## config.mk

```make
export PLATFORM = sky130hd
export DESIGN_NAME = clock_reset_sequencer
export DESIGN_NICKNAME = d
export VERILOG_FILES = /design/src/rtl/clkseq_pkg.sv /design/src/rtl/sync_2ff.sv /design/src/rtl/clock_reset_sequencer.sv
export SDC_FILE = /design/constraint.sdc
export NUM_CORES = 1
export LEC_CHECK = 0
export ABC_AREA = 1
export BUFFER_PORTS_ARGS = -buffer_cell sky130_fd_sc_hd__buf_2
export CORE_MARGIN = 2
export CORE_UTILIZATION = 61
export DETAILED_ROUTE_END_ITERATION = 16
export PLACE_DENSITY = 0.8
export SLEW_MARGIN = 20
export SYNTH_ARGS = -nofsm -noshare
export SYNTH_HDL_FRONTEND = slang
export SYNTH_SLANG_ARGS = --single-unit
```

## constraint.sdc

```tcl
create_clock -name clk_20m -period 3.4 [get_ports clk_20m]
set_input_delay 0.34 -clock clk_20m [delete_from_list [all_inputs] [get_ports clk_20m]]
set_output_delay 0.34 -clock clk_20m [all_outputs]
set_load 0.02 [all_outputs]
```

## src/rtl/clkseq_pkg.sv

```systemverilog
// Shared definitions for the clock/reset sequencer.
//   STATE_W      width of the sequencer state encoding
//   seq_state_t  sequencer states, encodings visible on seq_state
//   max3         helper used to size the shared phase timer
package clkseq_pkg;

    localparam int STATE_W = 3;

    typedef enum logic [STATE_W-1:0] {
        S_RESET     = 3'd0,
        S_WAIT_LOCK = 3'd1,
        S_STABLE    = 3'd2,
        S_RUN       = 3'd3,
        S_FAULT     = 3'd4
    } seq_state_t;

    function automatic int max3(input int a, input int b, input int c);
        int m;
        m = (a > b) ? a : b;
        m = (m > c) ? m : c;
        return m;
    endfunction

endpackage

```

## src/rtl/sync_2ff.sv

```systemverilog
// Two-flop synchroniser for a single asynchronous level signal.
//   clk    destination clock
//   rst_n  asynchronous active-low reset, both flops clear to 0
//   d      asynchronous input
//   q      synchronised output, two clk cycles of latency
module sync_2ff (
    input  logic clk,
    input  logic rst_n,
    input  logic d,
    output logic q
);

    logic meta_r;
    logic q_r;

    // Two-stage capture; first stage may go metastable, second filters it.
    always_ff @(posedge clk or negedge rst_n) begin
        if (!rst_n) begin
            meta_r <= 1'b0;
            q_r    <= 1'b0;
        end else begin
            meta_r <= d;
            q_r    <= meta_r;
        end
    end

    assign q = q_r;

endmodule

```

## src/rtl/clock_reset_sequencer.sv

```systemverilog
// Brings up the MMCM and owns the system reset. Pulses mmcm_rst, waits for
// lock with timeout and retry, requires lock to hold before releasing
// sys_rst_n, relocks after lock loss and latches a fault after too many
// failed attempts. Runs on the free-running 20 MHz input clock.
// Optional feature macro: CLKSEQ_LOSS_CNT_EN adds the loss_cnt output.
//   clk_20m      free-running input clock
//   rst_n        asynchronous active-low reset
//   mmcm_locked  MMCM LOCKED (asynchronous, synchronised internally)
//   soft_rst     one-cycle synchronous request to restart the sequence
//   mmcm_rst     MMCM reset, active high
//   sys_rst_n    system reset, active low
//   seq_state    current state encoding
//   retry_cnt    timed-out attempts in the current bring-up
//   fault        sticky: lock never achieved
//   loss_cnt     saturating count of lock-loss events (feature build only)
module clock_reset_sequencer
    import clkseq_pkg::*;
#(
    parameter int RST_CYCLES    = 16,
    parameter int LOCK_TIMEOUT  = 2000,
    parameter int STABLE_CYCLES = 256,
    parameter int MAX_RETRIES   = 3,
    parameter int RETRY_W       = $clog2(MAX_RETRIES + 1)
) (
    input  logic               clk_20m,
    input  logic               rst_n,
    input  logic               mmcm_locked,
    input  logic               soft_rst,
    output logic               mmcm_rst,
    output logic               sys_rst_n,
    output logic [STATE_W-1:0] seq_state,
    output logic [RETRY_W-1:0] retry_cnt,
`ifdef CLKSEQ_LOSS_CNT_EN
    output logic               fault,
    output logic [7:0]         loss_cnt
`else
    output logic               fault
`endif
);

    // One timer is shared by all timed states; it restarts on every state entry.
    localparam int CNT_MAX = max3(RST_CYCLES, LOCK_TIMEOUT, STABLE_CYCLES);
    localparam int CNT_W   = (CNT_MAX > 1) ? $clog2(CNT_MAX) : 1;

    logic               locked_s;
    seq_state_t         state_r;
    seq_state_t         state_nx_s;
    logic [CNT_W-1:0]   cnt_r;
    logic [CNT_W-1:0]   cnt_nx_s;
    logic [RETRY_W-1:0] retry_r;
    logic [RETRY_W-1:0] retry_nx_s;
    logic               mmcm_rst_r;
    logic               mmcm_rst_nx_s;
    logic               sys_rst_n_r;
    logic               sys_rst_n_nx_s;
    logic               fault_r;
    logic               fault_nx_s;

    sync_2ff u_lock_sync (
        .clk   (clk_20m),
        .rst_n (rst_n),
        .d     (mmcm_locked),
        .q     (locked_s)
    );

    // State, timer, retry counter and registered outputs.
    always_ff @(posedge clk_20m or negedge rst_n) begin
        if (!rst_n) begin
            state_r     <= S_RESET;
            cnt_r       <= {CNT_W{1'b0}};
            retry_r     <= {RETRY_W{1'b0}};
            mmcm_rst_r  <= 1'b1;
            sys_rst_n_r <= 1'b0;
            fault_r     <= 1'b0;
        end else begin
            state_r     <= state_nx_s;
            cnt_r       <= cnt_nx_s;
            retry_r     <= retry_nx_s;
            mmcm_rst_r  <= mmcm_rst_nx_s;
            sys_rst_n_r <= sys_rst_n_nx_s;
            fault_r     <= fault_nx_s;
        end
    end

    // Next-state, timer and retry logic; soft_rst overrides everything.
    always_comb begin
        state_nx_s = state_r;
        cnt_nx_s   = {CNT_W{1'b0}};
        retry_nx_s = retry_r;
        if (soft_rst) begin
            state_nx_s = S_RESET;
            retry_nx_s = {RETRY_W{1'b0}};
        end else begin
            case (state_r)
                S_RESET: begin
                    if (cnt_r == CNT_W'(RST_CYCLES - 1)) begin
                        state_nx_s = S_WAIT_LOCK;
                    end else begin
                        cnt_nx_s = cnt_r + CNT_W'(1);
                    end
                end
                S_WAIT_LOCK: begin
                    // Lock is tested first so it wins over a same-cycle timeout.
                    if (locked_s) begin
                        state_nx_s = S_STABLE;
                    end else if (cnt_r == CNT_W'(LOCK_TIMEOUT - 1)) begin
                        if (retry_r == RETRY_W'(MAX_RETRIES)) begin
                            state_nx_s = S_FAULT;
                        end else begin
                            state_nx_s = S_RESET;
                            retry_nx_s = retry_r + RETRY_W'(1);
                        end
                    end else begin
                        cnt_nx_s = cnt_r + CNT_W'(1);
                    end
                end
                S_STABLE: begin
                    if (!locked_s) begin
                        state_nx_s = S_WAIT_LOCK;
                    end else if (cnt_r == CNT_W'(STABLE_CYCLES - 1)) begin
                        state_nx_s = S_RUN;
                    end else begin
                        cnt_nx_s = cnt_r + CNT_W'(1);
                    end
                end
                S_RUN: begin
                    // Lock loss starts a fresh bring-up with a clean retry budget.
                    if (!locked_s) begin
                        state_nx_s = S_RESET;
                        retry_nx_s = {RETRY_W{1'b0}};
                    end else begin
                        state_nx_s = S_RUN;
                    end
                end
                S_FAULT: begin
                    state_nx_s = S_FAULT;
                end
                default: begin
                    state_nx_s = S_RESET;
                    retry_nx_s = {RETRY_W{1'b0}};
                end
            endcase
        end
    end

    // Output decode from the next state so outputs change on the entry edge.
    always_comb begin
        mmcm_rst_nx_s  = 1'b1;
        sys_rst_n_nx_s = 1'b0;
        fault_nx_s     = 1'b0;
        case (state_nx_s)
            S_RESET: begin
                mmcm_rst_nx_s = 1'b1;
            end
            S_WAIT_LOCK, S_STABLE: begin
                mmcm_rst_nx_s = 1'b0;
            end
            S_RUN: begin
                mmcm_rst_nx_s  = 1'b0;
                sys_rst_n_nx_s = 1'b1;
            end
            S_FAULT: begin
                mmcm_rst_nx_s = 1'b1;
                fault_nx_s    = 1'b1;
            end
            default: begin
                mmcm_rst_nx_s = 1'b1;
            end
        endcase
    end

`ifdef CLKSEQ_LOSS_CNT_EN
    logic [7:0] loss_cnt_r;

    // Lock-loss event counter; soft_rst out of S_RUN is not a loss event.
    always_ff @(posedge clk_20m or negedge rst_n) begin
        if (!rst_n) begin
            loss_cnt_r <= 8'd0;
        end else if ((state_r == S_RUN) && !soft_rst && !locked_s &&
                     (loss_cnt_r != 8'hFF)) begin
            loss_cnt_r <= loss_cnt_r + 8'd1;
        end else begin
            loss_cnt_r <= loss_cnt_r;
        end
    end

    assign loss_cnt = loss_cnt_r;
`endif

    assign mmcm_rst  = mmcm_rst_r;
    assign sys_rst_n = sys_rst_n_r;
    assign seq_state = state_r;
    assign retry_cnt = retry_r;
    assign fault     = fault_r;

endmodule

```

* After elaboration in Yosys (flattened, before gate mapping)
Index checks and enable logic that the tools add are counted.
Word-level totals: input bits 4, register bits 21, output and inout port bits 8
Operators by class: add/sub/neg operators 2, reduce and logical (&&, ||, !) cells 4, eq/ne operators 17, muxes and demuxes 25
Operator list (count):
- two-way mux 11 bit | 6
- case mux 11 bit (3 select lines) | 1
- two-way mux 3 bit | 7
- case mux 3 bit (5 select lines) | 1
- equality test 3 x 2 -> 1 bit (second input constant) | 4
- two-way mux 2 bit | 6
- inequality test 3 bit (second input constant) | 4
- adder 11 x 1 -> 11 bit (second input constant) | 1
- equality test 11 bit (second input constant) | 1
- equality test 11 x 4 -> 1 bit (second input constant) | 1
- equality test 11 x 8 -> 1 bit (second input constant) | 1
- equality test 3 x 1 -> 1 bit (second input constant) | 2
- equality test 3 bit (second input constant) | 2
- case mux 2 bit (3 select lines) | 1
- OR reduction 3 bit | 2
- AND reduction 5 bit | 1
- zero test 3 bit | 1
- two-way mux 1 bit | 3
- adder 2 x 1 -> 2 bit (second input constant) | 1
- equality test 2 bit (second input constant) | 1
- inequality test 2 x 1 -> 1 bit (second input constant) | 1

* Depth between registers and ports, before layout
depth after elaboration 9, mapped depth 9, depth with buffers taken out 9

* Cells and area by module
From an unflattened synthesis, not the netlist that was laid out.
Second synthesis, totals: cells, all modules 147, area total of the unflattened synthesis 1169.9 µm²
By module, submodules not included:
- clock_reset_sequencer | times used 1, cells each 145, area an instance 1119.8 µm², sequential area each 476.7 µm²
- sync_2ff | times used 1, cells each 2, area an instance 50.0 µm², sequential area each 50.0 µm²

* Worst setup path before layout
No wires, ideal clock.
path kind reg-to-reg, start point reg cnt_r[0], end point reg cnt_r[10], period minus slack after synthesis 1.381 ns, cell stages (with the launch flop) 9, data required time 3.280 ns, data arrival time 1.261 ns, slack 2.019 ns, path buffers 0, cell sequence dfrtp_1 > ha_1 > nand3_2 > nor2_2 > a21oi_2 > inv_2 > nand3_4 > nand2_4 > nor2_2
Between the ends: cells in the longest elaborated chain, start to end 5
Ends and longest elaborated chain:
- start: declaration | line clock_reset_sequencer.sv:48 | logic [CNT_W-1:0] cnt_r;
- start signal: assignment | line clock_reset_sequencer.sv:70 | cnt_r <= {CNT_W{1'b0}};
- start signal: assignment | line clock_reset_sequencer.sv:77 | cnt_r <= cnt_nx_s;
- adder 11 x 1 -> 11 bit, or another cell as far along | line clock_reset_sequencer.sv:99, clock_reset_sequencer.sv:114, clock_reset_sequencer.sv:123
- two-way mux 11 bit (on tied branches) | line clock_reset_sequencer.sv:120, clock_reset_sequencer.sv:106
- two-way mux 11 bit (on tied branches) | line clock_reset_sequencer.sv:118, clock_reset_sequencer.sv:104
- case mux 11 bit (3 select lines) (*) | line clock_reset_sequencer.sv:94 | case (state_r)
- two-way mux 11 bit (*) | line clock_reset_sequencer.sv:90 | if (soft_rst) begin
- named net cnt_nx_s[10] | line clock_reset_sequencer.sv:49 | logic [CNT_W-1:0] cnt_nx_s;
The timed path passes the listed nets; every way through them passes the cells marked *. A chain may end at the register's enable or synchronous reset.

* Worst setup path in the final report
Same ends and word-level chain as after synthesis.

==> run summary <==
Fill cells in the final layout number 153. After synthesis, the cell types taking the most area are dfrtp_1, nand2_1, inv_1. The maximum fanout along the worst path works out to 8. Across all hold checks on the routed design, the worst slack comes to 0.133 ns. The pre-CTS setup slack is 1.84 ns. The floorplan step set the die height to 47.7 um.

By count the netlist is led by nand2_1, inv_1, nor2_1, dfrtp_1. The run finished with clean final reports. For the final-report max-slew violation count, the log shows 0. The run gives 630 MHz as the highest attainable clock frequency.

The reported leakage power is 0.000677 uW. The tools report the final routed wirelength across all metal layers as 2100 um. The number of antenna repair diodes is 0, and the number of vias per cell is 4.90. STA classifies the critical path startpoint as a flop.

The run gives 0 as the number of synthesis warnings. In this run the deepest clock path goes through 2 buffers. The worst setup path is of the flop to flop kind. The run gives 64.3% as the part of the total power dissipated in sequential elements.

After synthesis the cells add up to 1170 um^2. Counting flops with a built-in enable in the synthesized netlist gives 0. The worst setup path is captured at a flop.

Across the run, the number of max-cap violations was 0. The tools report the sum of negative setup slack as 0 ns. The root cell of the clock tree is clkbuf_4. The initial antenna violation count is 0.

Setup slack closes at 1.81 ns. Across the VDD grid, the largest voltage drop is 0.286 mV. The area share of the largest cell type after synthesis is 42.9%, and the relative slew slack is 70.0%. The run gives 3 as the number of clock buffers inserted by TritonCTS. The global-route wire length before repair is 3440 um, and the design area is 1290 um^2.

After global routing the overflow that remains totals 0. Setup repair after global routing left no endpoint under its margin. Post-route clock skew: 0.00956 ns. DRC violations left: 0. The routed design could run at a clock period as short as 1.59 ns. The area of the multi-input gates is 536 um^2, and the final number of setup-violating endpoints is 0. The total chip power is 402 uW, and the initial core utilization is 66.2%. Net switching is 24.0% of the power. Dividing total power by cell area gives a power density of 312 nW/um^2.

In this run the register-to-register setup slack is 1.81 ns. The congestion estimate from routability-driven global placement came to 0.882. The tools report the remaining antenna violation count after routing as 0. Pin count of the biggest net entering global routing: 22.

The distinct cell type count of the synthesized netlist came out at 27. For the detailed-placement wirelength estimate, the log shows 1640 um. The clock network burns 30.0% of the power. Of all flip-flops after synthesis, the portion carrying an async set or reset was 100%.

The share of the Yosys chip area taken by registers is 45.1%. The synthesized design contains 21 register bits. Relative to the synthesized area, the layout overhead comes to 10.6%. The post-synthesis average cell area was 7.78 um^2.

For the clock network latency to the later pin of the worst-skew pair, the log shows 0.31 ns. The run gives 3.61 ns as the required time of the critical path. The number of buffer cells added on primary ports was 11; the share of layout cells above drive strength 1 was 21.1%. When the netlist entered floorplanning its net count stood at 156. The clock sink count was 21. The floorplan step set the die width to 47.7 um. Internal power: 306 uW. At the pin with the least slew margin, the transition time is 0.450 ns. Overall die area: 2280 um^2.

The top flip-flop cell by instance count after synthesis was dfrtp_1. In this run the worst hold path is classified as primary input to flop. The number of top-level pins is 12, and the count of endpoints failing hold in the final timing report is 0.

Total number of H-tree levels: 1. The biggest area contributor in the post-synthesis netlist is dfrtp_1. Dividing the final minimum period by the clock period gives 46.7%.

After clock tree synthesis, the clock-pin slew on the worst setup and hold paths is 0.12 ns. For this block, the via count after detailed routing is 936. Area of all sequential standard cells: 527 um^2. The tools report the count of nets after finishing as 173. Before antenna repair, the detailed router went through 4 iterations.

TritonCTS built the clock tree. Synthesis produced 150 cells. After detailed placement, the total cell area comes to 1250 um^2. The wire length per cell after detailed routing was 11.0 um; the detailed router's first-iteration violation count was 10. Data on the critical path arrives at its endpoint at 1.79 ns. Across every metal layer, demand over resource in global routing totals 22.0%. Among all cell types in the netlist, the one instantiated most often is nand2_1. The net switching power of the design was 96.5 uW; the core area was 1760 um^2.

The number of global-route vias before repair was 850. The logs give 15 for the row count and 5.7% for the portion of total power attributed to combinational logic.
==> cells in the final DEF (no fill, tap or decap) <==
cell	count
a21boi_1	2
a21oi_1	2
a21oi_2	1
buf_2	11
clkbuf_4	3
clkinv_2	1
dfrtp_1	20
dfstp_2	1
dlygate4sd3_1	1
ha_1	2
inv_1	22
inv_2	6
nand2_1	37
nand2_2	1
nand2_4	1
nand3_1	6
nand3_2	1
nand3_4	1
nand3b_1	1
nand4_1	2
nor2_1	22
nor2_2	6
nor3_1	2
nor3_4	1
o211ai_1	1
o211ai_2	1
o21ai_0	1
o21ai_1	4
o21bai_1	1
xnor2_1	1
xor2_1	4
==> timing repair <==
action | CTS | global route
setup buffers | 0 | 0
hold buffers | 1 | 0
resized for setup | 0 | 0
endpoints found under the setup margin | 0 | 0
hold endpoints to repair | 20 | 0
==> kinds of logic (layout without fill, tap and decap cells) <==
logic type      Yosys count  in the layout  synth area share, %
flops                    21             21                 45.1
buf+inv                  28             44                 9.00
simple gates             81             81                 32.6
fa+ha+maj                 2              2                 2.14
compound gates           13             13                 7.40
xor+xnor                  5              5                 3.75
==> cell type report <==
| type | instances | area share (%) |
|---|---|---|
| clock inverter | 1 | 0.388 |
| multi-input combinational | 101 | 41.5 |
| clock buffer | 3 | 1.74 |
| timing repair buffer | 12 | 5.04 |
| sequential | 21 | 40.8 |
| tap | 25 | 2.42 |
| inverter | 28 | 8.14 |
==> worst max-delay path: stages (launching register included) <==
cell,delay (ns)
dfrtp_1,0.46
ha_1,0.23
nand3_2,0.13
nor2_1,0.19
nand2_1,0.07
nand2_1,0.10
nand3_4,0.14
nand2_4,0.13
nor2_2,0.04
==> state kept, by name (all words and copies together) (netlist names) <==
| name | cells |
|---|---|
| u_lock_sync.q | 1 |
| seq_state | 3 |
| cnt_r | 11 |
| mmcm_rst | 1 |
| fault | 1 |
| u_lock_sync.meta_r | 1 |
| retry_cnt | 2 |
| sys_rst_n | 1 |
==> power groups by stage <==
stage | registers, uW | logic, uW | clock network [uW]
4_1_cts | 259 | 23.2 | 127
6_report | 259 | 22.9 | 121
2_1_floorplan | 262 | 12.9 | 0
5_1_grt | 260 | 26.7 | 135
3_3_place_gp | 263 | 21.6 | 0
3_5_place_dp | 263 | 22.0 | 0
==> routing by layer <==
layer,global-route usage [%],up-vias,share of wire (%)
met5,0,-,0
met4,9.73,0,2.2
met3,2.26,5,1.8
met2,35.5,11,47
met1,29.9,427,49
li1,-,493,-
==> path summary, 6_finish.rpt <==
check                      depth (start not counted)                         start                            to
min                                                1                   mmcm_locked  u_lock_sync.meta_r$_DFF_PN0_
min reg2reg                                        0  u_lock_sync.meta_r$_DFF_PN0_       u_lock_sync.q$_DFF_PN0_
max reg2reg                                        8            cnt_r[0]$_DFF_PN0_           cnt_r[10]$_DFF_PN0_
max                                                8            cnt_r[0]$_DFF_PN0_           cnt_r[10]$_DFF_PN0_
min in group asynchronous                          2                         rst_n        seq_state[2]$_DFF_PN0_
max in group asynchronous                          2                         rst_n            mmcm_rst$_DFF_PN1_
==> stage by stage <==
stage          util [%]  instances
2_1_floorplan         -        150
6_report           73.2        191
3_5_place_dp       71.1        186
5_1_grt            73.2        191
4_1_cts            73.2        191
3_3_place_gp       71.1        186
(Power assumes the default switching activity.)
